### src/rtl/mult_issue_ctrl_pkg.sv
// Shared types and constants for the multdiv issue controllers.
// State encoding and status-register exception codes.
package mult_issue_ctrl_pkg;

  typedef enum logic [1:0] {
    IDLE   = 2'd0,
    LAUNCH = 2'd1,
    BUSY   = 2'd2,
    DONE   = 2'd3
  } mic_state_e;

  localparam int MD_STATUS_REG = 30;
  localparam int MD_OVF_CODE   = 1;
  localparam int MD_TMO_CODE   = 2;

endpackage

### src/rtl/mult_wb_mux.sv
// Writeback packet selection for the multiplier issue controller.
// Exceptions redirect the write to the status register.
module mult_wb_mux
  import mult_issue_ctrl_pkg::*;
#(
  parameter int DATA_W     = 32,
  parameter int REG_W      = 5,
  parameter int STATUS_REG = MD_STATUS_REG,
  parameter int OVF_CODE   = MD_OVF_CODE,
  parameter int TMO_CODE   = MD_TMO_CODE
) (
  input  logic [REG_W-1:0]  rd,
  input  logic [DATA_W-1:0] result,
  input  logic              ovf,
  input  logic              tmo,
  output logic [REG_W-1:0]  wb_rd,
  output logic [DATA_W-1:0] wb_data,
  output logic              wb_exception
);

  always_comb begin
    wb_rd        = rd;
    wb_data      = result;
    wb_exception = 1'b0;
    unique case (1'b1)
      tmo: begin
        wb_rd        = REG_W'(STATUS_REG);
        wb_data      = DATA_W'(TMO_CODE);
        wb_exception = 1'b1;
      end
      ovf: begin
        wb_rd        = REG_W'(STATUS_REG);
        wb_data      = DATA_W'(OVF_CODE);
        wb_exception = 1'b1;
      end
      default: ;
    endcase
  end

endmodule

### src/rtl/mult_issue_ctrl.sv
// Issue/writeback controller in front of the multi-cycle multiplier.
// One op in flight; stalls the pipe until the packet is taken.
module mult_issue_ctrl
  import mult_issue_ctrl_pkg::*;
#(
  parameter int DATA_W     = 32,
  parameter int REG_W      = 5,
  parameter int STATUS_REG = MD_STATUS_REG,
  parameter int OVF_CODE   = MD_OVF_CODE,
  parameter int TMO_CODE   = MD_TMO_CODE,
  parameter int TIMEOUT    = 40,
  parameter int READY_MASK = 2
) (
  input  logic              clock,
  input  logic              reset_n,
  input  logic              req_valid,
  output logic              req_ready,
  input  logic [DATA_W-1:0] req_a,
  input  logic [DATA_W-1:0] req_b,
  input  logic [REG_W-1:0]  req_rd,
  input  logic              flush,
  output logic              mul_start,
  output logic [DATA_W-1:0] mul_operand_a,
  output logic [DATA_W-1:0] mul_operand_b,
  input  logic              mul_ready,
  input  logic [DATA_W-1:0] mul_result,
  input  logic              mul_overflow,
  output logic              wb_valid,
  input  logic              wb_ready,
  output logic [REG_W-1:0]  wb_rd,
  output logic [DATA_W-1:0] wb_data,
  output logic              wb_exception,
  output logic              stall
);

  localparam int CNT_W = $clog2(TIMEOUT + 1);
  localparam logic [CNT_W-1:0] CNT_TMO  = CNT_W'(TIMEOUT);
  localparam logic [CNT_W-1:0] CNT_MASK = CNT_W'(READY_MASK);

  mic_state_e state_q, state_d;

  logic [CNT_W-1:0]  cnt_q;
  logic [DATA_W-1:0] a_q, b_q, res_q;
  logic [REG_W-1:0]  rd_q;
  logic              ovf_q, tmo_q;
  logic              accept, rdy_ok, tmo_hit;

  assign accept  = req_valid && req_ready;
  // early ready is a stale level from the previous op
  assign rdy_ok  = mul_ready && (cnt_q >= CNT_MASK);
  assign tmo_hit = !rdy_ok && (cnt_q == CNT_TMO);

  always_ff @(posedge clock or negedge reset_n) begin
    if (!reset_n) state_q <= IDLE;
    else          state_q <= state_d;
  end

  always_comb begin
    state_d = state_q;
    unique case (state_q)
      IDLE:   if (accept) state_d = LAUNCH;
      LAUNCH: state_d = flush ? IDLE : BUSY;
      BUSY: begin
        if (flush)                   state_d = IDLE;
        else if (rdy_ok || tmo_hit)  state_d = DONE;
      end
      DONE:   if (wb_ready) state_d = IDLE;
    endcase
  end

  always_comb begin
    req_ready = 1'b0;
    mul_start = 1'b0;
    wb_valid  = 1'b0;
    stall     = 1'b0;
    unique case (state_q)
      IDLE:   req_ready = !flush && reset_n;
      LAUNCH: begin
        mul_start = 1'b1;
        stall     = 1'b1;
      end
      BUSY:   stall = 1'b1;
      DONE: begin
        wb_valid = 1'b1;
        stall    = !wb_ready;
      end
    endcase
  end

  always_ff @(posedge clock or negedge reset_n) begin
    if (!reset_n) begin
      a_q   <= '0;
      b_q   <= '0;
      rd_q  <= '0;
      cnt_q <= '0;
      res_q <= '0;
      ovf_q <= 1'b0;
      tmo_q <= 1'b0;
    end else begin
      if (accept) begin
        a_q  <= req_a;
        b_q  <= req_b;
        rd_q <= req_rd;
      end
      if (state_q == LAUNCH)    cnt_q <= '0;
      else if (state_q == BUSY) cnt_q <= cnt_q + CNT_W'(1);
      if (state_q == BUSY && !flush) begin
        if (rdy_ok) begin
          res_q <= mul_result;
          ovf_q <= mul_overflow;
          tmo_q <= 1'b0;
        end else if (tmo_hit) begin
          res_q <= '0;
          ovf_q <= 1'b0;
          tmo_q <= 1'b1;
        end
      end
    end
  end

  assign mul_operand_a = a_q;
  assign mul_operand_b = b_q;

  mult_wb_mux #(
    .DATA_W     (DATA_W),
    .REG_W      (REG_W),
    .STATUS_REG (STATUS_REG),
    .OVF_CODE   (OVF_CODE),
    .TMO_CODE   (TMO_CODE)
  ) u_wb_mux (
    .rd           (rd_q),
    .result       (res_q),
    .ovf          (ovf_q),
    .tmo          (tmo_q),
    .wb_rd        (wb_rd),
    .wb_data      (wb_data),
    .wb_exception (wb_exception)
  );

endmodule
### config.mk
export PLATFORM = sky130hd
export DESIGN_NAME = mult_issue_ctrl
export DESIGN_NICKNAME = d
export VERILOG_FILES = /design/src/rtl/mult_issue_ctrl_pkg.sv /design/src/rtl/mult_wb_mux.sv /design/src/rtl/mult_issue_ctrl.sv
export SDC_FILE = /design/constraint.sdc
export NUM_CORES = 1
export LEC_CHECK = 0
export ABC_AREA = 0
export CAP_MARGIN = 20
export CORE_MARGIN = 5
export CORE_UTILIZATION = 35
export CTS_CLUSTER_SIZE = 20
export DETAILED_ROUTE_END_ITERATION = 7
export PLACE_DENSITY_LB_ADDON = 0.25
export SYNTH_ARGS = -nofsm -noshare
export SYNTH_HDL_FRONTEND = slang
export SYNTH_SLANG_ARGS = --single-unit
### constraint.sdc
create_clock -name clock -period 2.52 [get_ports clock]
set_input_delay 0.63 -clock clock [delete_from_list [all_inputs] [get_ports clock]]
set_output_delay 0.63 -clock clock [all_outputs]
set_load 0.1 [all_outputs]
### Word-level counts from Yosys, hierarchy flattened

Cells that the tools add are included.

* add/sub/neg operators: 1
* magnitude comparators: 1
* equal/unequal tests: 7
* mux-type cells: 21
* reductions and logical operators: 16

Operators with widths (count)
* $mux W32: 2
* $pmux W32 S2: 1
* $mux W6: 2
* $mux W2: 5
* $mux W1: 8
* $pmux W2 S4: 1
* $add A6 B1 Y6 const B: 1
* $eq A6 B6 Y1 const B: 1
* $ge A6 B2 Y1 const B: 1
* $logic_and A1 B1 Y1: 5
* $mux W5: 1
* $eq A2 B2 Y1 const B: 2
* $ne A2 B2 Y1 const B: 2
* $reduce_bool A2 Y1: 2
* $reduce_or A2 Y1: 2
* $logic_not A1 Y1: 3
* $ne A3 B3 Y1 const B: 1
* $reduce_and A3 Y1: 1
* $eq A2 B1 Y1 const B: 1
* $logic_not A2 Y1: 1
* $pmux W1 S2: 1
* $reduce_and A2 Y1: 1
* $logic_or A1 B1 Y1: 1

* register bits after elaboration: 111
* input bits: 108
* output and inout bits: 106
* word-level logic and storage cells: 54

### Longest topological paths before layout

Gate-level depths: netlist of run 1.

* depth after elaboration: 8
* depth in mapped cells: 8
* gate-level depth less buffers: 6

### Modules after synthesis

Synthesis of run 1 repeated with hierarchy kept, for this count alone.

* cell total of the unflattened synthesis: 326
* area total of the unflattened synthesis: 4657.0 um^2

By module, submodules not included
* mult_issue_ctrl: times used 1, cells each 282, area an instance 4294.1 um^2, seq. area each 2777.7 um^2
* mult_wb_mux: times used 1, cells each 44, area an instance 362.8 um^2, seq. area each 0.0 um^2

### Least setup slack after synthesis of run 1

No wires, ideal clock.

* path kind: register to output
* start point: reg state_q[0]
* end point: out stall
* arrival: 2.767 ns
* slack: -0.877 ns
* stages on the path, launching flop included: 5
* cells stage by stage: dfrtp_1 > ha_1 > nor2b_1 > nor2_1 > nor2_1

* longest elaborated chain between the ends: 3
* elaborated cells on any way between the ends: 5
* those cells by class: eq/ne: 3; mux: 1; reduce/logical: 1

Ends and longest elaborated chain
* from (decl): RTL line mult_issue_ctrl.sv:40 `mic_state_e state_q, state_d;`
* from (signal assigned): RTL line mult_issue_ctrl.sv:55 `else state_q <= state_d;`
* $eq A2 B1 Y1 or $eq A2 B2 Y1 (tied branches): RTL line mult_issue_ctrl.sv:76 `unique case (state_q)`
* $reduce_or A2 Y1 (no source line)
* $pmux W1 S2 *: RTL line mult_issue_ctrl.sv:76
* to (decl): RTL line mult_issue_ctrl.sv:33 `output logic stall`

Every way passes the cells marked *; elsewhere a longest branch is shown, timed or not.

### Final worst setup path of run 1

* start point: reg state_q[1]
* end point: out stall

Same word-level chain as after synthesis.

==> summary.md, run 1 <==
| Metric | Value |
|---|---|
| Inserted Clock Buffers | 9 |
| Largest net degree at the start of global routing | 112 |
| N_diodes | 0 |
| Final slew viol count | 0 |
| Count leader, synth | dfrtp_1 |
| Post-Syn Area | 4554 sq um |
| Post-route ant nets | 0 |
| Final nets | 654 |
| Fmax | 430.4 MHz |
| Max-cap check violation count | 0 |
| DRC errors left | 0 |
| FF+latch count, synth | 111 |
| Num rows | 41 |
| Max-slew headroom | 0.6042 |
| All-Layer GR Usage | 0.1562 |
| Hold Path Class | in -> async |
| Slew @ Worst Pin | 593.7 ps |
| Sequential area share after synthesis | 0.6099 |
| Iteration-0 DRC count of the detailed router | 212 |
| Layout cells sized above 1 | 0.3493 |
| Number of synthesized flops with an enable pin | 0 |
| Fin crit period | 2324 ps |
| Final HPWL DP | 8848 um |
| Area of the multi-input gates | 1634 sq um |
| Syn_area_per_cell | 13.97 sq um |
| Worst-Skew Late Latency | 350 ps |
| Clk pin slew, worst setup/hold paths | 70 ps |
| Vias post-DR | 3401 |
| Initial antenna violation count | 1 |
| FF-to-FF End | res_q[8] |
| Starting Density | 0.3594 |
| Ys async rst share | 1.000 |
| Hold-fix buffer count after cts | 0 |
| R2R setup slack | 640 ps |
| CTS tree | yes |
| Critical path arrival | 1690 ps |
| Endpoint type of the worst setup path | output pin |
| Htree depth | 3 |
| Die ar. | 15390 sq um |
| Post-CTS Setup Bufs | 0 |
| Vert. Die Dim | 124.1 um |
| Top cells by area, synth | dfrtp_1 (61%), mux2_2 (15%), a22o_1 (6.3%), and2_1 (4.4%), mux2_1 (2.5%) |
| Path type of the worst setup path | reg -> out |
| Syn_nets | 441 |
| CP Max Fanout | 9 |
| Reg2reg start | cnt_q[0] |
| Post-CTS resize count | 0 |
| Core ar. | 12670 sq um |
| Ys Warns | 0 |
| RSZ-0062 raised after global routing | false |
| Die W | 124.1 um |
| Num ports | 214 |
| Synth top cells by count | dfrtp_1 (111), mux2_2 (59), a22o_1 (33), and2_1 (32), mux2_1 (10) |
| Fin crit share | 0.9220 |
| Worst Clk Skew | 5.886 ps |
| Vias in the first global route | 3580 |
| Most common flop cell mapped by yosys | dfrtp_1 |
| Post-Syn Instances | 326 |
| First-pass GRT wire length | 18510 um |
| Clock root buffer | clkbuf_16 |
| Total gr overflow | 0 |
| Hold Vio Cnt, Final | 0 |
| I/O Buffers | 213 |
| Register area | 2778 sq um |
| Clk buf depth | 2 |
| Drt pass-1 iters | 4 |
| Share of the synthesized area in the top cell type | 0.6099 |
| Routed len/inst | 16.86 um |
| Post-synth top area cell | dfrtp_1 |
| Routed WL | 12070 um |
| Reg2reg path depth | 7 |
| Placed cells | 700 |
| Final core utilization | 0.5804 |
| CTS sink count | 111 |
| Distinct cells, synth | 31 |
| Critical path data required time | 1890 ps |
| Layout area overhead | 61.48% |
| Startpoint types | register |
| Final Wtd Congestion | 0.7827 |
| Status | complete, no violations |
| # setup viols final | 0 |
| Via/cell ratio | 4.750 |
| Number of fill cells | 1040 |
| Final Non-Filler Cells | 716 |
==> logic make-up (layout without fill, tap and decap cells) <==
group / after synthesis / count (layout) / synth area share
AO/OA/AOI/OAI: 50 / 50 / 0.08654
XOR/XNOR: 2 / 2 / 0.003847
adder cells (fa/ha/maj): 7 / 7 / 0.01923
buffers and inverters: 26 / 244 / 0.03269
flip-flops: 111 / 111 / 0.6099
multiplexers: 70 / 70 / 0.1728
AND/OR/NAND/NOR: 60 / 60 / 0.07500
==> worst max-delay path, stage by stage (launching register included) <==
cell,delay (ps)
dfrtp_1,390
inv_1,90
ha_1,430
nor2_1,90
nor2_2,150
buf_12,200
==> metrics by stage <==
step	area (sq um)	setup TNS [ps]	setup slack, ps	hold slack (ps)
finish	7355	0	196.5	388.9
global route	7355	0	82.47	433.1
floorplan	4558	-421.9	-421.9	334.4
detailed placement	7062	0	228.4	474.2
CTS	7355	0	175.8	416.6
global placement	7062	0	253.4	474.8
==> cell type report <==
class / count / area share
Sequential cell: 111 / 0.3777
Timing Repair Buffer: 220 / 0.3270
Clock inverter: 3 / 0.005784
Tap cell: 172 / 0.02926
Inverter: 8 / 0.004083
Multi-Input combinational cell: 189 / 0.2222
Clock buffer: 13 / 0.03403
==> worst max-delay path by stage <==
stage                          start  endpoint  cells past startpoint  slack [ps]
final                     state_q[1]     stall                      5         200
after global routing      state_q[0]     stall                      5          80
after CTS                 state_q[0]     stall                      5         180
after detailed placement    wb_ready     stall                      5         230
after global placement      wb_ready     stall                      5         250
after floorplan           state_q[0]     stall                      4        -420
==> sequential cells by signal, indices dropped and copies added, names as in the netlist <==
name	cells
mul_operand_a	32
mul_operand_b	32
res_q	32
cnt_q	6
rd_q	5
state_q	2
ovf_q	1
tmo_q	1
==> routing by layer <==
layer	global-route usage	share of wire	vias to the layer above
li1	-	-	1565
met1	0.1853	0.40	1680
met2	0.2598	0.49	137
met3	0.05995	0.088	17
met4	0.05407	0.019	2
met5	0	0.0011	-
==> cell usage in the layout (no fill, tap or decap), types with 2 or more instances in the layout <==
cell and count:
mux2_2 59, ha_1 7, clkbuf_16 9, a22o_1 33, buf_12 39, nor2b_1 2
a21oi_1 4, buf_4 75, or3_1 4, clkbuf_1 3, clkdlybuf4s50_1 106, inv_1 8
nand2_1 7, o21ai_0 7, and2_1 32, nor2_1 7, mux2_1 10, dfrtp_1 111
Power of run 1 is not shown: default switching activity piles up to over one toggle a cycle in this logic, so the estimate is an artifact.
==> run 2: changes to the inputs <==
CORE_MARGIN = default   (was 5)
CTS_BUF_LIST = sky130_fd_sc_hd__clkbuf_16   (was default)
==> run 2 against run 1 <==
  * Sequential share of layout area about the same
  * Clock skew decreased by 1.0 ps
  * Count of clock-buffer cells in the layout down 4
  * Largest cell class unchanged
  * Maximum frequency is 0.32% higher
  * Critical path depth stayed put
==> summary.md, run 2 (synthesized netlist as in run 1, its figures left out) <==
| Metric | Value |
|---|---|
| Status | complete, no violations (unchanged) |
| Max-slew headroom | 0.6180 (was 0.6042) |
| Clock root buffer | clkbuf_16 (unchanged) |
| Post-route ant nets | 0 (unchanged) |
| N_diodes | 0 (unchanged) |
| Final nets | 654 (unchanged) |
| CP Max Fanout | 9 (unchanged) |
| CP max stage delay | 430 ps (about the same) |
| Slew @ Worst Pin | 572.9 ps (was 593.7 ps) |
| First-pass GRT wire length | 17530 um (was 18510 um) |
| Endpoint type of the worst setup path | output pin (unchanged) |
| # setup viols final | 0 (unchanged) |
| Drt pass-1 iters | 4 (unchanged) |
| R2R setup slack | 550 ps (was 640 ps) |
| Final slew viol count | 0 (unchanged) |
| Final Non-Filler Cells | 716 (unchanged) |
| Area post-placement | 7062 sq um (unchanged) |
| Post-CTS Setup Bufs | 0 (unchanged) |
| Hold Path Class | in -> async (unchanged) |
| Core ar. | 12670 sq um (unchanged) |
| Die ar. | 13470 sq um (was 15390 sq um) |
| Vert. Die Dim | 116.1 um (was 124.1 um) |
| Reg2reg path depth | 6 (was 7) |
| Iteration-0 DRC count of the detailed router | 100 (was 212) |
| Routed len/inst | 15.44 um (was 16.86 um) |
| I/O Buffers | 213 (unchanged) |
| Via/cell ratio | 4.673 (was 4.750) |
| Worst-Skew Late Latency | 340 ps (was 350 ps) |
| CTS tree | yes (unchanged) |
| CP Cell Sequence | inv_1 > ha_1 > nor2_1 > nor2_2 > buf_12 (unchanged) |
| Final Wtd Congestion | 0.7127 (was 0.7827) |
| Hold slack | 431.4 ps (was 388.9 ps) |
| Largest net degree at the start of global routing | 112 (unchanged) |
| Die W | 116.1 um (was 124.1 um) |
| Placed cells | 700 (unchanged) |
| Hold-fix buffer count after cts | 0 (unchanged) |
| Post-CTS resize count | 0 (unchanged) |
| Critical path data required time | 1890 ps (about the same) |
| Hold Vio Cnt, Final | 0 (unchanged) |
| Critical path arrival | 1690 ps (about the same) |
| Worst Clk Skew | 4.889 ps (was 5.886 ps) |
| Inserted Clock Buffers | 9 (unchanged) |
| Fin crit period | 2316 ps (was 2324 ps) |
| Cell area after layout | 7351 sq um (was 7355 sq um) |
| Layout area overhead | 61.40% (was 61.48%) |
| Reg2reg start | state_q[0] (was cnt_q[0]) |
| CTS sink count | 111 (unchanged) |
| Clk buf depth | 2 (unchanged) |
| Initial antenna violation count | 0 (was 1) |
| Clk pin slew, worst setup/hold paths | 70 ps (about the same) |
| Final HPWL DP | 7999 um (was 8848 um) |
| FF-to-FF End | mul_operand_b[15] (was res_q[8]) |
| All-Layer GR Usage | 0.1702 (was 0.1562) |
| Path type of the worst setup path | reg -> out (unchanged) |
| Num rows | 41 (unchanged) |
| Total gr overflow | 0 (unchanged) |
| Vias in the first global route | 3467 (was 3580) |
| Number of fill cells | 1076 (was 1040) |
| Routed WL | 11060 um (was 12070 um) |
| Fmax | 431.7 MHz (was 430.4 MHz) |
| Fin crit share | 0.9191 (was 0.9220) |
| Layout cells sized above 1 | 0.3511 (was 0.3493) |
| Num ports | 214 (unchanged) |
| Htree depth | 3 (unchanged) |
| Startpoint types | register (unchanged) |
| Max-cap check violation count | 0 (unchanged) |
| Crit-path slowest cell | ha_1 (unchanged) |
| DRC errors left | 0 (unchanged) |
| Vias post-DR | 3346 (was 3401) |
| Commonest non-fill, non-tap cell in the layout | dfrtp_1 (unchanged) |
| Most frequent cells in the layout | dfrtp_1 (111), clkdlybuf4s50_1 (106), buf_4 (75) (unchanged) |
| RSZ-0062 raised after global routing | false (unchanged) |
| Setup TNS | 0 ps (unchanged) |
| Starting Density | 0.3594 (unchanged) |
run 2: cell types whose count changed in the layout (fill, tap and decap cells not counted), sizes merged:
cell,before,now
clkbuf,13,9
inv,8,10
clkinv,1,3
run 2: metal layers:
metal | up-vias | global-route usage | wire (um)
met4 | 0 | 0.06667 | 161
met2 | 127 | 0.2849 | 5346
li1 | 1569 | - | -
met1 | 1639 | 0.2109 | 4781
met3 | 11 | 0.04341 | 767
met5 | - | 0 | 0
run 2: area by class of cell:
class / count / area [sq um] / share of cell area
clock inverters: 7 / 63.81 / 0.008681
flip-flops and latches: 111 / 2778 / 0.3779
multi-input cells: 189 / 1634 / 0.2223
well taps: 172 / 215.2 / 0.02928
repair buffers: 220 / 2405 / 0.3271
clock buffers: 9 / 225.2 / 0.03064
inverters: 8 / 30.03 / 0.004085
run 2: critical path, delay by kind of cell (launching register included):
kind / cells / cell delay [ps]
flip-flops: 1 / 410
AND/OR/NAND/NOR: 2 / 220
buffers and inverters: 2 / 280
adder cells (fa/ha/maj): 1 / 430
run 2: how the worst max path moves through the flow:
stage / startpoint / endpoint / slack, ps / cells after the start
2_1_floorplan: state_q[0] / stall / -420 / 4
3_5_place_dp: flush / mul_operand_a[12] / 180 / 5
4_1_cts: state_q[0] / stall / 170 / 5
3_3_place_gp: flush / mul_operand_b[16] / 220 / 5
6_report: state_q[0] / stall / 200 / 5
5_1_grt: state_q[0] / stall / 60 / 5
run 2: per-stage QoR:
step | setup slack, ps | util
after floorplan | -421.9 | -
after global placement | 222.8 | 0.5573
after detailed placement | 179.9 | 0.5573
after CTS | 173.5 | 0.5801
after global routing | 57.02 | 0.5801
final | 203.8 | 0.5801
Power of run 2 is left out for the same reason.
